===== config.mk =====
export PLATFORM = sky130hd
export DESIGN_NAME = axi_lite_addr_decoder_flat
export DESIGN_NICKNAME = d
export VERILOG_FILES = /design/src/rtl/axi_lite_if.sv /design/src/rtl/axi_lite_addr_decoder.sv /design/src/flat_wrapper.sv
export SDC_FILE = /design/constraint.sdc
export NUM_CORES = 1
export LEC_CHECK = 0
export ABC_AREA = 1
export CAP_MARGIN = 20
export CORE_AREA = 2 2 172 174
export CTS_CLUSTER_DIAMETER = 50
export DETAILED_ROUTE_END_ITERATION = 6
export DIE_AREA = 0 0 174 176
export GPL_TIMING_DRIVEN = 1
export PLACE_DENSITY = 0.62
export SYNTH_ARGS = -nofsm -noshare
export SYNTH_HDL_FRONTEND = slang
export SYNTH_SLANG_ARGS = --single-unit

===== constraint.sdc =====
create_clock -name aclk -period 1.6 [get_ports aclk]
set_clock_uncertainty 0.15 [all_clocks]
set_input_delay 0.32 -clock aclk [delete_from_list [all_inputs] [get_ports aclk]]
set_output_delay 0.32 -clock aclk [all_outputs]
set_load 0.01 [all_outputs]

===== src/rtl/axi_lite_if.sv =====
// axi_lite_if: 32-bit AXI4-Lite link (AW/W/B/AR/R channels) with master and slave modports
interface axi_lite_if;
  logic [31:0] awaddr;
  logic        awvalid;
  logic        awready;
  logic [31:0] wdata;
  logic [3:0]  wstrb;
  logic        wvalid;
  logic        wready;
  logic [1:0]  bresp;
  logic        bvalid;
  logic        bready;
  logic [31:0] araddr;
  logic        arvalid;
  logic        arready;
  logic [31:0] rdata;
  logic [1:0]  rresp;
  logic        rvalid;
  logic        rready;
  modport master (
    output awaddr, awvalid, wdata, wstrb, wvalid, bready, araddr, arvalid, rready,
    input  awready, wready, bresp, bvalid, arready, rdata, rresp, rvalid
  );
  modport slave (
    input  awaddr, awvalid, wdata, wstrb, wvalid, bready, araddr, arvalid, rready,
    output awready, wready, bresp, bvalid, arready, rdata, rresp, rvalid
  );
endinterface


===== src/rtl/axi_lite_addr_decoder.sv =====
// axi_lite_addr_decoder: 1-to-2 AXI4-Lite router; ports aclk, areset_n (sync, low), s_axi_lite upstream, m0/m1_axi_lite downstream, decerr_count when AXI_DEC_ERRCNT_EN
module axi_lite_addr_decoder #(
  parameter logic [31:0] S0_BASE = 32'h0000_0000,
  parameter logic [31:0] S0_SIZE = 32'h0000_1000,
  parameter logic [31:0] S1_BASE = 32'h0000_1000,
  parameter logic [31:0] S1_SIZE = 32'h0000_1000
) (
  input  logic        aclk,
  input  logic        areset_n,
  axi_lite_if.slave   s_axi_lite,
  axi_lite_if.master  m0_axi_lite,
  axi_lite_if.master  m1_axi_lite
`ifdef AXI_DEC_ERRCNT_EN
  ,
  output logic [15:0] decerr_count
`endif
);
  typedef enum logic [1:0] {W_IDLE, W_FWD, W_RESP, W_BRESP} w_st_t;
  typedef enum logic [1:0] {R_IDLE, R_FWD, R_RESP, R_RDATA} r_st_t;
  function automatic logic [1:0] decode(input logic [31:0] a);
    logic h0, h1;
    h0 = ({1'b0, a} >= {1'b0, S0_BASE}) && ({1'b0, a} < {1'b0, S0_BASE} + {1'b0, S0_SIZE});
    h1 = ({1'b0, a} >= {1'b0, S1_BASE}) && ({1'b0, a} < {1'b0, S1_BASE} + {1'b0, S1_SIZE});
    return h0 ? 2'b01 : (h1 ? 2'b10 : 2'b00);
  endfunction
  w_st_t       w_st, w_nxt;
  logic        aw_held, w_held, aw_done, w_done;
  logic [31:0] awaddr_r, wdata_r;
  logic [3:0]  wstrb_r;
  logic [1:0]  wsel_r, bresp_r, wsel_nxt, m_bresp;
  logic        aw_hs, w_hs, pair, fwd0, fwd1, m_awready, m_wready, m_bvalid, m_aw_hs, m_w_hs;
  r_st_t       r_st, r_nxt;
  logic [31:0] araddr_r, rdata_r, m_rdata;
  logic [1:0]  rsel_r, rresp_r, rsel_in, m_rresp;
  logic        ar_hs, m_arready, m_rvalid;
  always_comb begin
    aw_hs     = s_axi_lite.awvalid && s_axi_lite.awready;
    w_hs      = s_axi_lite.wvalid && s_axi_lite.wready;
    wsel_nxt  = aw_hs ? decode(s_axi_lite.awaddr) : wsel_r;
    pair      = (aw_held || aw_hs) && (w_held || w_hs);
    fwd0      = (w_st == W_FWD) && wsel_r[0];
    fwd1      = (w_st == W_FWD) && wsel_r[1];
    m_awready = wsel_r[1] ? m1_axi_lite.awready : m0_axi_lite.awready;
    m_wready  = wsel_r[1] ? m1_axi_lite.wready : m0_axi_lite.wready;
    m_bvalid  = wsel_r[1] ? m1_axi_lite.bvalid : m0_axi_lite.bvalid;
    m_bresp   = wsel_r[1] ? m1_axi_lite.bresp : m0_axi_lite.bresp;
    m_aw_hs   = (w_st == W_FWD) && !aw_done && m_awready;
    m_w_hs    = (w_st == W_FWD) && !w_done && m_wready;
  end
  always_ff @(posedge aclk)
    if (!areset_n) w_st <= W_IDLE;
    else w_st <= w_nxt;
  always_comb begin
    w_nxt = (w_st == W_IDLE) ? (pair ? ((|wsel_nxt) ? W_FWD : W_BRESP) : W_IDLE) :
            (w_st == W_FWD)  ? (((aw_done || m_aw_hs) && (w_done || m_w_hs)) ? W_RESP : W_FWD) :
            (w_st == W_RESP) ? (m_bvalid ? W_BRESP : W_RESP) :
                               (s_axi_lite.bready ? W_IDLE : W_BRESP);
  end
  always_comb begin
    s_axi_lite.awready  = (w_st == W_IDLE) && !aw_held;
    s_axi_lite.wready   = (w_st == W_IDLE) && !w_held;
    s_axi_lite.bvalid   = (w_st == W_BRESP);
    s_axi_lite.bresp    = bresp_r;
    m0_axi_lite.awvalid = fwd0 && !aw_done;
    m0_axi_lite.awaddr  = fwd0 ? awaddr_r : '0;
    m0_axi_lite.wvalid  = fwd0 && !w_done;
    m0_axi_lite.wdata   = fwd0 ? wdata_r : '0;
    m0_axi_lite.wstrb   = fwd0 ? wstrb_r : '0;
    m0_axi_lite.bready  = (w_st == W_RESP) && wsel_r[0];
    m1_axi_lite.awvalid = fwd1 && !aw_done;
    m1_axi_lite.awaddr  = fwd1 ? awaddr_r : '0;
    m1_axi_lite.wvalid  = fwd1 && !w_done;
    m1_axi_lite.wdata   = fwd1 ? wdata_r : '0;
    m1_axi_lite.wstrb   = fwd1 ? wstrb_r : '0;
    m1_axi_lite.bready  = (w_st == W_RESP) && wsel_r[1];
  end
  always_ff @(posedge aclk)
    if (!areset_n) begin
      {aw_held, w_held, aw_done, w_done} <= '0;
      awaddr_r <= '0;
      wdata_r  <= '0;
      wstrb_r  <= '0;
      wsel_r   <= '0;
      bresp_r  <= '0;
    end else begin
      if (aw_hs) begin
        awaddr_r <= s_axi_lite.awaddr;
        wsel_r   <= wsel_nxt;
        aw_held  <= 1'b1;
      end
      if (w_hs) begin
        wdata_r <= s_axi_lite.wdata;
        wstrb_r <= s_axi_lite.wstrb;
        w_held  <= 1'b1;
      end
      if (m_aw_hs) aw_done <= 1'b1;
      if (m_w_hs) w_done <= 1'b1;
      if ((w_st == W_IDLE) && pair && !(|wsel_nxt)) bresp_r <= 2'b11;
      if ((w_st == W_RESP) && m_bvalid) bresp_r <= m_bresp;
      if (s_axi_lite.bvalid && s_axi_lite.bready) {aw_held, w_held, aw_done, w_done} <= '0;
    end
  always_comb begin
    ar_hs     = s_axi_lite.arvalid && s_axi_lite.arready;
    rsel_in   = decode(s_axi_lite.araddr);
    m_arready = rsel_r[1] ? m1_axi_lite.arready : m0_axi_lite.arready;
    m_rvalid  = rsel_r[1] ? m1_axi_lite.rvalid : m0_axi_lite.rvalid;
    m_rdata   = rsel_r[1] ? m1_axi_lite.rdata : m0_axi_lite.rdata;
    m_rresp   = rsel_r[1] ? m1_axi_lite.rresp : m0_axi_lite.rresp;
  end
  always_ff @(posedge aclk)
    if (!areset_n) r_st <= R_IDLE;
    else r_st <= r_nxt;
  always_comb begin
    r_nxt = (r_st == R_IDLE) ? (ar_hs ? ((|rsel_in) ? R_FWD : R_RDATA) : R_IDLE) :
            (r_st == R_FWD)  ? (m_arready ? R_RESP : R_FWD) :
            (r_st == R_RESP) ? (m_rvalid ? R_RDATA : R_RESP) :
                               (s_axi_lite.rready ? R_IDLE : R_RDATA);
  end
  always_comb begin
    s_axi_lite.arready  = (r_st == R_IDLE);
    s_axi_lite.rvalid   = (r_st == R_RDATA);
    s_axi_lite.rdata    = rdata_r;
    s_axi_lite.rresp    = rresp_r;
    m0_axi_lite.arvalid = (r_st == R_FWD) && rsel_r[0];
    m0_axi_lite.araddr  = ((r_st == R_FWD) && rsel_r[0]) ? araddr_r : '0;
    m0_axi_lite.rready  = (r_st == R_RESP) && rsel_r[0];
    m1_axi_lite.arvalid = (r_st == R_FWD) && rsel_r[1];
    m1_axi_lite.araddr  = ((r_st == R_FWD) && rsel_r[1]) ? araddr_r : '0;
    m1_axi_lite.rready  = (r_st == R_RESP) && rsel_r[1];
  end
  always_ff @(posedge aclk)
    if (!areset_n) begin
      araddr_r <= '0;
      rsel_r   <= '0;
      rdata_r  <= '0;
      rresp_r  <= '0;
    end else begin
      if (ar_hs) begin
        araddr_r <= s_axi_lite.araddr;
        rsel_r   <= rsel_in;
        if (!(|rsel_in)) begin
          rdata_r <= '0;
          rresp_r <= 2'b11;
        end
      end
      if ((r_st == R_RESP) && m_rvalid) begin
        rdata_r <= m_rdata;
        rresp_r <= m_rresp;
      end
    end
`ifdef AXI_DEC_ERRCNT_EN
  logic [16:0] cnt_sum;
  always_comb
    cnt_sum = {1'b0, decerr_count}
            + 17'(s_axi_lite.bvalid && s_axi_lite.bready && !(|wsel_r))
            + 17'(s_axi_lite.rvalid && s_axi_lite.rready && !(|rsel_r));
  always_ff @(posedge aclk)
    if (!areset_n) decerr_count <= '0;
    else decerr_count <= cnt_sum[16] ? 16'hFFFF : cnt_sum[15:0];
`endif
endmodule


===== src/flat_wrapper.sv =====
// flat-port wrapper written by rule: the top's interface ports become plain ports
module axi_lite_addr_decoder_flat 
#(
  parameter logic [31:0] S0_BASE = 32'h0000_0000,
  parameter logic [31:0] S0_SIZE = 32'h0000_1000,
  parameter logic [31:0] S1_BASE = 32'h0000_1000,
  parameter logic [31:0] S1_SIZE = 32'h0000_1000
)
  (aclk, areset_n, s_axi_lite_awaddr, s_axi_lite_awvalid, s_axi_lite_wdata, s_axi_lite_wstrb, s_axi_lite_wvalid, s_axi_lite_bready, s_axi_lite_araddr, s_axi_lite_arvalid, s_axi_lite_rready, s_axi_lite_awready, s_axi_lite_wready, s_axi_lite_bresp, s_axi_lite_bvalid, s_axi_lite_arready, s_axi_lite_rdata, s_axi_lite_rresp, s_axi_lite_rvalid, m0_axi_lite_awaddr, m0_axi_lite_awvalid, m0_axi_lite_wdata, m0_axi_lite_wstrb, m0_axi_lite_wvalid, m0_axi_lite_bready, m0_axi_lite_araddr, m0_axi_lite_arvalid, m0_axi_lite_rready, m0_axi_lite_awready, m0_axi_lite_wready, m0_axi_lite_bresp, m0_axi_lite_bvalid, m0_axi_lite_arready, m0_axi_lite_rdata, m0_axi_lite_rresp, m0_axi_lite_rvalid, m1_axi_lite_awaddr, m1_axi_lite_awvalid, m1_axi_lite_wdata, m1_axi_lite_wstrb, m1_axi_lite_wvalid, m1_axi_lite_bready, m1_axi_lite_araddr, m1_axi_lite_arvalid, m1_axi_lite_rready, m1_axi_lite_awready, m1_axi_lite_wready, m1_axi_lite_bresp, m1_axi_lite_bvalid, m1_axi_lite_arready, m1_axi_lite_rdata, m1_axi_lite_rresp, m1_axi_lite_rvalid);
  axi_lite_if s_axi_lite_i ();
  axi_lite_if m0_axi_lite_i ();
  axi_lite_if m1_axi_lite_i ();
  input  logic aclk;
  input  logic areset_n;
  input wire logic [$bits(s_axi_lite_i.awaddr)-1:0] s_axi_lite_awaddr;
  input wire logic [$bits(s_axi_lite_i.awvalid)-1:0] s_axi_lite_awvalid;
  input wire logic [$bits(s_axi_lite_i.wdata)-1:0] s_axi_lite_wdata;
  input wire logic [$bits(s_axi_lite_i.wstrb)-1:0] s_axi_lite_wstrb;
  input wire logic [$bits(s_axi_lite_i.wvalid)-1:0] s_axi_lite_wvalid;
  input wire logic [$bits(s_axi_lite_i.bready)-1:0] s_axi_lite_bready;
  input wire logic [$bits(s_axi_lite_i.araddr)-1:0] s_axi_lite_araddr;
  input wire logic [$bits(s_axi_lite_i.arvalid)-1:0] s_axi_lite_arvalid;
  input wire logic [$bits(s_axi_lite_i.rready)-1:0] s_axi_lite_rready;
  output wire logic [$bits(s_axi_lite_i.awready)-1:0] s_axi_lite_awready;
  output wire logic [$bits(s_axi_lite_i.wready)-1:0] s_axi_lite_wready;
  output wire logic [$bits(s_axi_lite_i.bresp)-1:0] s_axi_lite_bresp;
  output wire logic [$bits(s_axi_lite_i.bvalid)-1:0] s_axi_lite_bvalid;
  output wire logic [$bits(s_axi_lite_i.arready)-1:0] s_axi_lite_arready;
  output wire logic [$bits(s_axi_lite_i.rdata)-1:0] s_axi_lite_rdata;
  output wire logic [$bits(s_axi_lite_i.rresp)-1:0] s_axi_lite_rresp;
  output wire logic [$bits(s_axi_lite_i.rvalid)-1:0] s_axi_lite_rvalid;
  output wire logic [$bits(m0_axi_lite_i.awaddr)-1:0] m0_axi_lite_awaddr;
  output wire logic [$bits(m0_axi_lite_i.awvalid)-1:0] m0_axi_lite_awvalid;
  output wire logic [$bits(m0_axi_lite_i.wdata)-1:0] m0_axi_lite_wdata;
  output wire logic [$bits(m0_axi_lite_i.wstrb)-1:0] m0_axi_lite_wstrb;
  output wire logic [$bits(m0_axi_lite_i.wvalid)-1:0] m0_axi_lite_wvalid;
  output wire logic [$bits(m0_axi_lite_i.bready)-1:0] m0_axi_lite_bready;
  output wire logic [$bits(m0_axi_lite_i.araddr)-1:0] m0_axi_lite_araddr;
  output wire logic [$bits(m0_axi_lite_i.arvalid)-1:0] m0_axi_lite_arvalid;
  output wire logic [$bits(m0_axi_lite_i.rready)-1:0] m0_axi_lite_rready;
  input wire logic [$bits(m0_axi_lite_i.awready)-1:0] m0_axi_lite_awready;
  input wire logic [$bits(m0_axi_lite_i.wready)-1:0] m0_axi_lite_wready;
  input wire logic [$bits(m0_axi_lite_i.bresp)-1:0] m0_axi_lite_bresp;
  input wire logic [$bits(m0_axi_lite_i.bvalid)-1:0] m0_axi_lite_bvalid;
  input wire logic [$bits(m0_axi_lite_i.arready)-1:0] m0_axi_lite_arready;
  input wire logic [$bits(m0_axi_lite_i.rdata)-1:0] m0_axi_lite_rdata;
  input wire logic [$bits(m0_axi_lite_i.rresp)-1:0] m0_axi_lite_rresp;
  input wire logic [$bits(m0_axi_lite_i.rvalid)-1:0] m0_axi_lite_rvalid;
  output wire logic [$bits(m1_axi_lite_i.awaddr)-1:0] m1_axi_lite_awaddr;
  output wire logic [$bits(m1_axi_lite_i.awvalid)-1:0] m1_axi_lite_awvalid;
  output wire logic [$bits(m1_axi_lite_i.wdata)-1:0] m1_axi_lite_wdata;
  output wire logic [$bits(m1_axi_lite_i.wstrb)-1:0] m1_axi_lite_wstrb;
  output wire logic [$bits(m1_axi_lite_i.wvalid)-1:0] m1_axi_lite_wvalid;
  output wire logic [$bits(m1_axi_lite_i.bready)-1:0] m1_axi_lite_bready;
  output wire logic [$bits(m1_axi_lite_i.araddr)-1:0] m1_axi_lite_araddr;
  output wire logic [$bits(m1_axi_lite_i.arvalid)-1:0] m1_axi_lite_arvalid;
  output wire logic [$bits(m1_axi_lite_i.rready)-1:0] m1_axi_lite_rready;
  input wire logic [$bits(m1_axi_lite_i.awready)-1:0] m1_axi_lite_awready;
  input wire logic [$bits(m1_axi_lite_i.wready)-1:0] m1_axi_lite_wready;
  input wire logic [$bits(m1_axi_lite_i.bresp)-1:0] m1_axi_lite_bresp;
  input wire logic [$bits(m1_axi_lite_i.bvalid)-1:0] m1_axi_lite_bvalid;
  input wire logic [$bits(m1_axi_lite_i.arready)-1:0] m1_axi_lite_arready;
  input wire logic [$bits(m1_axi_lite_i.rdata)-1:0] m1_axi_lite_rdata;
  input wire logic [$bits(m1_axi_lite_i.rresp)-1:0] m1_axi_lite_rresp;
  input wire logic [$bits(m1_axi_lite_i.rvalid)-1:0] m1_axi_lite_rvalid;
  assign s_axi_lite_i.awaddr = s_axi_lite_awaddr;
  assign s_axi_lite_i.awvalid = s_axi_lite_awvalid;
  assign s_axi_lite_i.wdata = s_axi_lite_wdata;
  assign s_axi_lite_i.wstrb = s_axi_lite_wstrb;
  assign s_axi_lite_i.wvalid = s_axi_lite_wvalid;
  assign s_axi_lite_i.bready = s_axi_lite_bready;
  assign s_axi_lite_i.araddr = s_axi_lite_araddr;
  assign s_axi_lite_i.arvalid = s_axi_lite_arvalid;
  assign s_axi_lite_i.rready = s_axi_lite_rready;
  assign s_axi_lite_awready = s_axi_lite_i.awready;
  assign s_axi_lite_wready = s_axi_lite_i.wready;
  assign s_axi_lite_bresp = s_axi_lite_i.bresp;
  assign s_axi_lite_bvalid = s_axi_lite_i.bvalid;
  assign s_axi_lite_arready = s_axi_lite_i.arready;
  assign s_axi_lite_rdata = s_axi_lite_i.rdata;
  assign s_axi_lite_rresp = s_axi_lite_i.rresp;
  assign s_axi_lite_rvalid = s_axi_lite_i.rvalid;
  assign m0_axi_lite_awaddr = m0_axi_lite_i.awaddr;
  assign m0_axi_lite_awvalid = m0_axi_lite_i.awvalid;
  assign m0_axi_lite_wdata = m0_axi_lite_i.wdata;
  assign m0_axi_lite_wstrb = m0_axi_lite_i.wstrb;
  assign m0_axi_lite_wvalid = m0_axi_lite_i.wvalid;
  assign m0_axi_lite_bready = m0_axi_lite_i.bready;
  assign m0_axi_lite_araddr = m0_axi_lite_i.araddr;
  assign m0_axi_lite_arvalid = m0_axi_lite_i.arvalid;
  assign m0_axi_lite_rready = m0_axi_lite_i.rready;
  assign m0_axi_lite_i.awready = m0_axi_lite_awready;
  assign m0_axi_lite_i.wready = m0_axi_lite_wready;
  assign m0_axi_lite_i.bresp = m0_axi_lite_bresp;
  assign m0_axi_lite_i.bvalid = m0_axi_lite_bvalid;
  assign m0_axi_lite_i.arready = m0_axi_lite_arready;
  assign m0_axi_lite_i.rdata = m0_axi_lite_rdata;
  assign m0_axi_lite_i.rresp = m0_axi_lite_rresp;
  assign m0_axi_lite_i.rvalid = m0_axi_lite_rvalid;
  assign m1_axi_lite_awaddr = m1_axi_lite_i.awaddr;
  assign m1_axi_lite_awvalid = m1_axi_lite_i.awvalid;
  assign m1_axi_lite_wdata = m1_axi_lite_i.wdata;
  assign m1_axi_lite_wstrb = m1_axi_lite_i.wstrb;
  assign m1_axi_lite_wvalid = m1_axi_lite_i.wvalid;
  assign m1_axi_lite_bready = m1_axi_lite_i.bready;
  assign m1_axi_lite_araddr = m1_axi_lite_i.araddr;
  assign m1_axi_lite_arvalid = m1_axi_lite_i.arvalid;
  assign m1_axi_lite_rready = m1_axi_lite_i.rready;
  assign m1_axi_lite_i.awready = m1_axi_lite_awready;
  assign m1_axi_lite_i.wready = m1_axi_lite_wready;
  assign m1_axi_lite_i.bresp = m1_axi_lite_bresp;
  assign m1_axi_lite_i.bvalid = m1_axi_lite_bvalid;
  assign m1_axi_lite_i.arready = m1_axi_lite_arready;
  assign m1_axi_lite_i.rdata = m1_axi_lite_rdata;
  assign m1_axi_lite_i.rresp = m1_axi_lite_rresp;
  assign m1_axi_lite_i.rvalid = m1_axi_lite_rvalid;
  axi_lite_addr_decoder #(.S0_BASE(S0_BASE), .S0_SIZE(S0_SIZE), .S1_BASE(S1_BASE), .S1_SIZE(S1_SIZE)) u_core (.aclk(aclk), .areset_n(areset_n), .s_axi_lite(s_axi_lite_i), .m0_axi_lite(m0_axi_lite_i), .m1_axi_lite(m1_axi_lite_i));
endmodule

---- After elaboration in Yosys (flattened, before gate mapping) ----
Index checks and enable logic that the tools add are counted.
storage, ports and cells
  register bits ........................... 148
  bits of input ports ..................... 189
  word-level logic and storage cells ...... 121
operators by class
  order comparisons ....................... 6
  eq/ne operators ......................... 7
  multiplexer cells ....................... 45
  bitwise operators ....................... 1
  reduce and logical (&&, ||, !) cells .... 47
operator list
  cell                                                   count
  two-way mux 32 bit                                     10
  >= comparator 32 x 13 -> 1 bit, second input constant  2
  < comparator 32 x 13 -> 1 bit, second input constant   2
  < comparator 32 x 14 -> 1 bit, second input constant   2
  two-way mux 2 bit                                      26
  logical AND 1 bit                                      30
  == test 2 bit, second input constant                   4
  two-way mux 4 bit                                      2
  two-way mux 1 bit                                      7
  OR reduction 2 bit                                     3
  logical NOT 1 bit                                      5
  == test 2 x 1 -> 1 bit, second input constant          2
  logical NOT 2 bit                                      2
  logical OR 1 bit                                       4
  nonzero test 2 bit                                     2
  inequality test 2 bit, second input constant           1
  AND reduction 2 bit                                    1
  inverter 1 bit                                         1

---- Logic depth before layout (Yosys ltp) ----
Gate-level depths: netlist of run 1.
  depth in word-level cells ............... 10
  gate-level depth with buffers ........... 11
  mapped depth without buffers ............ 11

---- Worst setup path after synthesis of run 1 ----
OpenSTA, ideal clock, no wires.
  kind .................................... reg2out
  start ................................... register u_core.r_st[0]
  end ..................................... output port m1_axi_lite_araddr[10]
  data arrival time ....................... 1.237 ns
  required time ........................... 1.130 ns
  path slack .............................. -0.107 ns
  cell stages (with the launch flop) ...... 8
  path through ............................ dfxtp_1 > inv_1 > nor2_1 > inv_1 > nor2_1 > inv_1 > clkbuf_1 > nor2_1
on the way
  longest elaborated chain between the ends .. 3
RTL lines
  item                      line                          RTL
  start: declaration        axi_lite_addr_decoder.sv:32   r_st_t r_st, r_nxt;
  start signal: assignment  axi_lite_addr_decoder.sv:112  else r_st <= r_nxt;
  == test 2 x 1 -> 1 bit    --
  logical AND 1 bit         --
  net m1_axi_lite_arvalid   flat_wrapper.sv:56            output wire logic [$bits(m1_axi_lite_i.arvalid)-1:0] m1_axi_lite_arvalid;
  two-way mux 32 bit        axi_lite_addr_decoder.sv:128  m1_axi_lite.araddr = ((r_st == R_FWD) && rsel_r[1]) ? araddr_r : '0;
  end: declaration          flat_wrapper.sv:55            output wire logic [$bits(m1_axi_lite_i.araddr)-1:0] m1_axi_lite_araddr;
The timed path passes the listed nets, and every way through them passes these cells.

---- Final worst setup path of run 1 ----
  start ................................... register u_core.r_st[0]
  end ..................................... output port m1_axi_lite_araddr[22]
on the way
  longest elaborated chain between the ends .. 3
RTL lines
  item                    line
  == test 2 x 1 -> 1 bit  axi_lite_addr_decoder.sv:128
  logical AND 1 bit       axi_lite_addr_decoder.sv:128
  two-way mux 32 bit      axi_lite_addr_decoder.sv:128
No other way between the ends.

==> impl_metrics.env, run 1 <==
export IMPL_outcome="complete, but fails checks"
export IMPL_violations="setup timing"
export IMPL_endpoint_kind="output pin"
export IMPL_cts_tree="yes"
export IMPL_totalWireLength_mm=33.4
export IMPL_overflow=0
export IMPL_crit_chain="inv_2 > nor2_4 > inv_2 > nor2_4 > inv_6 > buf_16 > buf_12 > nor2_2 > buf_2"
export IMPL_gp_congestion=0.843
export IMPL_total_leakage_power_nw=6.08
export IMPL_final_cell_mix="clkdlybuf4s50_1 (187), dfxtp_1 (143), a21oi_1 (128)"
export IMPL_layout_min_cycle_time_ns=2.18
export IMPL_htreeDepth=4
export IMPL_finalMaxSlewViolations=0
export IMPL_pwr_share_seq_pct=33.5
export IMPL_hp_class="primary input to flip-flop"
export IMPL_slew_headroom_pct=64.3
export IMPL_ys_seq_area_share_pct=42.8
export IMPL_fin_crit_sh_pct=136
export IMPL_yosys_area_top_type="dfxtp_1"
export IMPL_postLayoutCoreUtil_pct=51.3
export IMPL_die_h_um=176
export IMPL_clk_root_buffer_cell="clkbuf_16"
export IMPL_nNetsFinal=1761
export IMPL_insertedDiodeCount=0
export IMPL_avgViaCountPerCell=4.54
export IMPL_hold_viol=0
export IMPL_path_class="flip-flop to output pin"
export IMPL_crit_path_top_delay_cell="dfxtp_2"
export IMPL_cap_violations=0
export IMPL_p_switching_mw=5.00
export IMPL_syn_cell_area_mm2=0.00692
export IMPL_place_inst=1880
export IMPL_rsz0062_at_grt="yes"
export IMPL_boundaryPins=440
export IMPL_max_freq_mhz=459
export IMPL_stdcell_count=1969
export IMPL_synth_warnings=0
export IMPL_finalSetupViolations=299
export IMPL_core_area_mm2=0.0285
export IMPL_drc=0
export IMPL_synth_top_area_share_pct=42.8
export IMPL_p_int_mw=9.12
export IMPL_antenna_found_initial=0
export IMPL_wl_per_cell_um=17.0
export IMPL_top_layer="met4"
export IMPL_met2_length_mm=17.0
export IMPL_die_width_um=174
export IMPL_crit_fanout=8
export IMPL_syn_inst=1021
export IMPL_worstSkewPairLatency_ns=0.42
export IMPL_p_comb_share_pct=39.4
export IMPL_switching_share_pct=35.4
export IMPL_final_common_cell="clkdlybuf4s50_1"
export IMPL_critical_path_max_stage_delay_ns=0.34
export IMPL_synth_nets=1210
export IMPL_clock_power_share_pct=27.2
export IMPL_power_density_mw_per_mm2=965
export IMPL_grt_max_degree=44
export IMPL_netlist_top_cells_area="dfxtp_1 (43%), nor2_1 (14%), a21oi_1 (10%)"
export IMPL_syn_avg_cell_area_um2=6.77
export IMPL_required_ns=1.13
export IMPL_ys_ff_latch=148
export IMPL_die_area_mm2=0.0306
export IMPL_area_growth_pct=112
export IMPL_cts_buffers=17
export IMPL_num_vias=8946
export IMPL_met1_length_mm=13.8
export IMPL_timing_final_ws_setup_ns=-0.577
export IMPL_ir_drop_mv=0.612
export IMPL_postRouteAntennaNets=0
export IMPL_synth_cell_types=28
export IMPL_clk_pin_slew_ns=0.06
export IMPL_met3_length_mm=1.95
export IMPL_grt_pass1_wl_mm=48.2
export IMPL_place_hpwl_mm=22.7
export IMPL_port_buffers=439
export IMPL_critPathArrivalTime_ns=1.71
export IMPL_first_pass_iters=5
export IMPL_worst_slew_pin_transition_ns=0.535
export IMPL_drive_gt1_share_pct=40.5
export IMPL_clk_path_buf_depth=2
export IMPL_start_kind="flip-flop"
export IMPL_grt_use_total_pct=20.2
export IMPL_grt_pass1_vias=8494
export IMPL_cts_num_sinks=148
export IMPL_start_util_pct=24.2
export IMPL_placementRows=62
export IMPL_drt_iter0_markers=411
==> what timing repair did <==
action                                  4_1_cts  5_1_grt
cloned                                       15        7
hold buffers                                  0        0
endpoints found under the setup margin      345      350
resized for setup                          1037      226
pin swaps                                    10       14
buffers inserted                             33       11
==> worst paths after layout <==
check | startpoint | endpoint | slack [ns] | cells after the start
setup / recovery | u_core.r_st[0]$_SDFF_PN0_ | m1_axi_lite_araddr[22] | -0.58 | 9
hold / removal | areset_n | u_core.r_st[0]$_SDFF_PN0_ | 0.22 | 4
setup reg to reg | u_core.w_st[1]$_SDFF_PN0_ | u_core.wdata_r[2]$_SDFFE_PN0P_ | -0.16 | 10
hold reg to reg | u_core.s_axi_lite.rdata[5]$_SDFFE_PN0P_ | u_core.s_axi_lite.rdata[5]$_SDFFE_PN0P_ | 0.32 | 2
==> state kept, by name, indices dropped and copies added, names as in the netlist, 4 cells and up <==
| name | flops |
|---|---|
| u_core.araddr_r | 32 |
| u_core.wstrb_r | 4 |
| u_core.wdata_r | 32 |
| u_core.s_axi_lite.rdata | 32 |
| u_core.awaddr_r | 32 |
==> kinds of logic after synthesis <==
kind of cell           synth area share [%]
buffers and inverters                  11.9
and+or+nand+nor                        22.7
DFF                                    42.8
AOI/OAI and AO/OA                      22.5
==> cell type report <==
cell class                      count  area (µm²)
Clock buffer                       19         443
Clock inverter                     13         113
Fill cell                        2728       13900
Inverter                          134         520
Multi-Input combinational cell    665        4080
Sequential cell                   148        2970
Tap cell                          384         480
Timing Repair Buffer              606        6030
==> stage by stage <==
stage | power (mW) | cell area, µm² | TNS, ns | setup slack, ns | hold WS, ns
CTS | 13.3 | 13700 | -98.29 | -0.567 | 0.199
finish | 14.1 | 14600 | -98.80 | -0.577 | 0.217
global placement | 9.05 | 12700 | -117.75 | -0.536 | 0.310
floorplan | 6.82 | 7140 | -3.66 | -0.0261 | 0.300
global route | 14.9 | 14600 | -128.32 | -0.643 | 0.213
detailed placement | 9.12 | 12700 | -122.41 | -0.581 | 0.318
==> worst max-delay path: cells and delay by family, from the launching register on <==
family                 cells  cell delay (ns)
DFF                        1             0.34
buffers and inverters      6             0.62
and+or+nand+nor            3             0.33
==> synth_stat cells, drive strengths merged <==
master	count
a21o	2
o21ai	108
inv	134
o2111ai	1
clkbuf	50
o22ai	1
nand3	40
o211ai	32
or2	32
buf	24
nand3b	2
a31oi	1
a21oi	144
nand2	45
o221ai	1
dfxtp	148
nor4	1
nor2	255
==> per-layer routing <==
metal | global-route usage (%) | up-vias
met3 | 4.46 | 39
met2 | 36.0 | 310
met1 | 24.0 | 4198
li1 | - | 4399
met5 | 0 | -
met4 | 6.48 | 0
==> power by group through the flow <==
| stage | combinational (mW) | sequential, mW | clock [mW] |
|---|---|---|---|
| after floorplan | 2.05 | 4.77 | 0 |
| after global placement | 4.30 | 4.75 | 0 |
| after detailed placement | 4.35 | 4.77 | 0 |
| after CTS | 4.67 | 4.70 | 3.97 |
| after global routing | 5.98 | 4.80 | 4.12 |
| final | 5.56 | 4.73 | 3.84 |
Power figures use the tool's default switching activity.
==> run 2: changes to the inputs <==
--- a/config.mk
+++ b/config.mk
@@ -8,7 +8,7 @@
 export ABC_AREA = 1
 export CAP_MARGIN = 20
 export CORE_AREA = 2 2 172 174
-export CTS_CLUSTER_DIAMETER = 50
+export CTS_CLUSTER_DIAMETER = 100
 export DETAILED_ROUTE_END_ITERATION = 6
 export DIE_AREA = 0 0 174 176
 export GPL_TIMING_DRIVEN = 1
==> results of run 2 <==
No change in the layout: final DEF, timing and power equal those of run 1.
==> run 3: changes to the inputs <==
--- a/config.mk
+++ b/config.mk
@@ -5,14 +5,14 @@
 export SDC_FILE = /design/constraint.sdc
 export NUM_CORES = 1
 export LEC_CHECK = 0
-export ABC_AREA = 1
 export CAP_MARGIN = 20
-export CORE_AREA = 2 2 172 174
+export CORE_AREA = 2 2 171 173
 export CTS_CLUSTER_DIAMETER = 100
 export DETAILED_ROUTE_END_ITERATION = 6
-export DIE_AREA = 0 0 174 176
+export DIE_AREA = 0 0 173 175
 export GPL_TIMING_DRIVEN = 1
-export PLACE_DENSITY = 0.62
+export HOLD_SLACK_MARGIN = 0.08
+export PLACE_DENSITY = 0.65
 export SYNTH_ARGS = -nofsm -noshare
 export SYNTH_HDL_FRONTEND = slang
 export SYNTH_SLANG_ARGS = --single-unit
==> impl_metrics.env, run 3 <==
export IMPL_postLayoutCoreUtil_pct=53.5
export IMPL_crit_fanout=9
export IMPL_final_cell_mix="nand2_1 (240), clkdlybuf4s50_1 (219), buf_6 (140), dfxtp_1 (140), a21oi_1 (138)"
export IMPL_finalMaxSlewViolations=0
export IMPL_p_comb_share_pct=36.7
export IMPL_outcome="complete, but fails checks"
export IMPL_die_area_mm2=0.0303
export IMPL_timing_final_ws_setup_ns=-0.573
export IMPL_synth_most_common_cell="nand2_1"
export IMPL_startpoint="u_core.w_st[0]$_SDFF_PN0_"
export IMPL_syn_cell_area_mm2=0.00764
export IMPL_pwr_share_seq_pct=33.6
export IMPL_clk_path_buf_depth=2
export IMPL_worst_path_buf_inv=4
export IMPL_crit_path_top_delay_cell="dfxtp_2"
export IMPL_start_util_pct=26.9
export IMPL_switching_share_pct=33.1
export IMPL_ys_ff_latch=148
export IMPL_die_width_um=173
export IMPL_cts_tree="yes"
export IMPL_synth_top_area_share_pct=38.8
export IMPL_syn_inst=971
export IMPL_placementRows=62
export IMPL_synth_nets=1160
export IMPL_grt_pass1_wl_mm=50.8
export IMPL_finalPower_mw=13.7
export IMPL_drc=0
export IMPL_layout_min_cycle_time_ns=2.17
export IMPL_finalSetupViolations=389
export IMPL_die_h_um=175
export IMPL_grt_pass1_vias=8794
export IMPL_critical_path_max_stage_delay_ns=0.32
export IMPL_power_density_mw_per_mm2=903
export IMPL_endpoint="m0_axi_lite_wdata[1]"
export IMPL_cap_violations=0
export IMPL_p_switching_mw=4.54
export IMPL_netlist_top_cells_area="dfxtp_1 (39%), nand2_1 (12%), and3_1 (11%)"
export IMPL_fin_crit_sh_pct=136
export IMPL_ys_flop_type="dfxtp_1"
export IMPL_required_ns=1.13
export IMPL_p_int_mw=9.18
export IMPL_port_buffers=439
export IMPL_rsz0062_at_grt="yes"
export IMPL_nNetsFinal=1680
export IMPL_pre_cts_slack_ns=-0.863
export IMPL_boundaryPins=440
export IMPL_fin_setup_tns_ns=-119.41
export IMPL_syn_avg_cell_area_um2=7.87
export IMPL_area_growth_pct=98.8
export IMPL_ys_seq_area_share_pct=38.8
export IMPL_final_common_cell="nand2_1"
export IMPL_clk_pin_slew_ns=0.06
export IMPL_htreeDepth=4
export IMPL_r2r_end="u_core.w_st[1]$_SDFF_PN0_"
export IMPL_wl_per_cell_um=19.0
export IMPL_violations="setup timing"
export IMPL_rr_startpoint="u_core.wsel_r[1]$_SDFFE_PN0P_"
export IMPL_drive_gt1_share_pct=40.9
export IMPL_cts_num_sinks=148
export IMPL_start_kind="flip-flop"
export IMPL_crit_path_frequent_cell="buf_12"
export IMPL_path_class="flip-flop to output pin"
export IMPL_antenna_found_initial=2
export IMPL_cp_depth=6
export IMPL_synth_cell_types=42
export IMPL_first_pass_iters=5
export IMPL_grt_use_total_pct=21.3
export IMPL_grt_max_degree=36
export IMPL_endpoint_kind="output pin"
export IMPL_num_vias=9134
export IMPL_slew_headroom_pct=76.1
export IMPL_clk_root_buffer_cell="clkbuf_16"
export IMPL_totalWireLength_mm=35.9
export IMPL_cp_top_family="buffers and inverters"
export IMPL_ir_drop_mv=0.620
export IMPL_core_area_mm2=0.0284
export IMPL_critPathArrivalTime_ns=1.70
export IMPL_synth_edf_count=0
export IMPL_final_area_mm2=0.0152
export IMPL_max_freq_mhz=460
export IMPL_overflow=0
export IMPL_worstRegToRegCells=6
export IMPL_gp_congestion=0.818
export IMPL_clock_power_share_pct=29.7
export IMPL_yosys_top_cells_count="nand2_1 (243), dfxtp_1 (148), a21oi_1 (138)"
export IMPL_hold_viol=0
export IMPL_total_leakage_power_nw=6.57
export IMPL_postRouteAntennaNets=0
export IMPL_avgViaCountPerCell=4.83
export IMPL_synth_warnings=0
export IMPL_drt_iter0_markers=483
export IMPL_yosys_area_top_type="dfxtp_1"
export IMPL_place_area_mm2=0.0131
export IMPL_async_flop_share_pct=0
export IMPL_hp_class="primary input to flip-flop"
export IMPL_cts_buffers=17
export IMPL_crit_chain="nor2b_4 > buf_12 > buf_12 > clkbuf_16 > and3_4 > buf_6"
export IMPL_worst_slew_pin_transition_ns=0.358
export IMPL_r2r_slack_ns=-0.31
export IMPL_place_hpwl_mm=23.0
export IMPL_worstSkewPairLatency_ns=0.41
==> run 3: timing repair <==
action	4_1_cts	5_1_grt
hold buffers	0	4
setup buffers	17	28
resized for setup	871	310
cloned	14	19
pin swaps	39	21
setup endpoints to repair	387	397
hold endpoints to repair	0	4
==> run 3: power groups by stage <==
stage | Clock (mW) | Sequential (mW) | Combinational, mW
after floorplan | 0 | 4.51 | 1.96
after global placement | 0 | 4.62 | 3.46
after detailed placement | 0 | 4.63 | 3.52
after CTS | 4.20 | 4.56 | 4.21
after global routing | 4.39 | 4.66 | 5.40
final | 4.07 | 4.61 | 5.04
==> run 3: worst min path at each step <==
stage / startpoint / endpoint / cells after the start
after floorplan: s_axi_lite_araddr[12] / u_core.rsel_r[0]$_SDFFE_PN0P_ / 1
after global placement: u_core.awaddr_r[8]$_SDFFE_PN0P_ / u_core.awaddr_r[8]$_SDFFE_PN0P_ / 2
after detailed placement: u_core.wdata_r[27]$_SDFFE_PN0P_ / u_core.wdata_r[27]$_SDFFE_PN0P_ / 2
after CTS: s_axi_lite_wdata[20] / u_core.wdata_r[20]$_SDFFE_PN0P_ / 3
after global routing: s_axi_lite_araddr[13] / u_core.araddr_r[13]$_SDFFE_PN0P_ / 3
final: s_axi_lite_araddr[13] / u_core.araddr_r[13]$_SDFFE_PN0P_ / 3
==> run 3: final cells by class <==
class                           count  area (µm²)
Antenna cell                        2        5.00
Clock buffer                       20         437
Clock inverter                     12         148
Fill cell                        2564       13200
Inverter                            3        13.8
Multi-Input combinational cell    725        4840
Sequential cell                   148        2980
Tap cell                          384         480
Timing Repair Buffer              596        6280
==> run 3: logic make-up (layout without fill, tap and decap cells) <==
group,Yosys count,count (layout),synth area share (%)
AND/OR/NAND/NOR,494,494,32.6
buffers and inverters,98,631,5.36
other,0,2,0
AO/OA/AOI/OAI,187,187,16.9
flip-flops,148,148,38.8
multiplexers,44,44,6.37
==> run 3: layer usage <==
layer	track usage (%)	part of all wire, %
met5	0	0
met4	6.96	2.8
met3	5.64	6.8
met2	37.7	50
met1	25.0	40
==> run 3: worst min-delay path, cell delays in order <==
cell,delay [ns]
dlymetal6s2s_1,0.15
nand2_1,0.09
a21oi_1,0.07
==> run 3: through the flow <==
stage / cells / hold slack, ns
final: 1890 / 0.117
after CTS: 1845 / 0.275
after detailed placement: 1782 / 0.298
after global placement: 1782 / 0.298
after global routing: 1890 / 0.114
after floorplan: 971 / 0.275
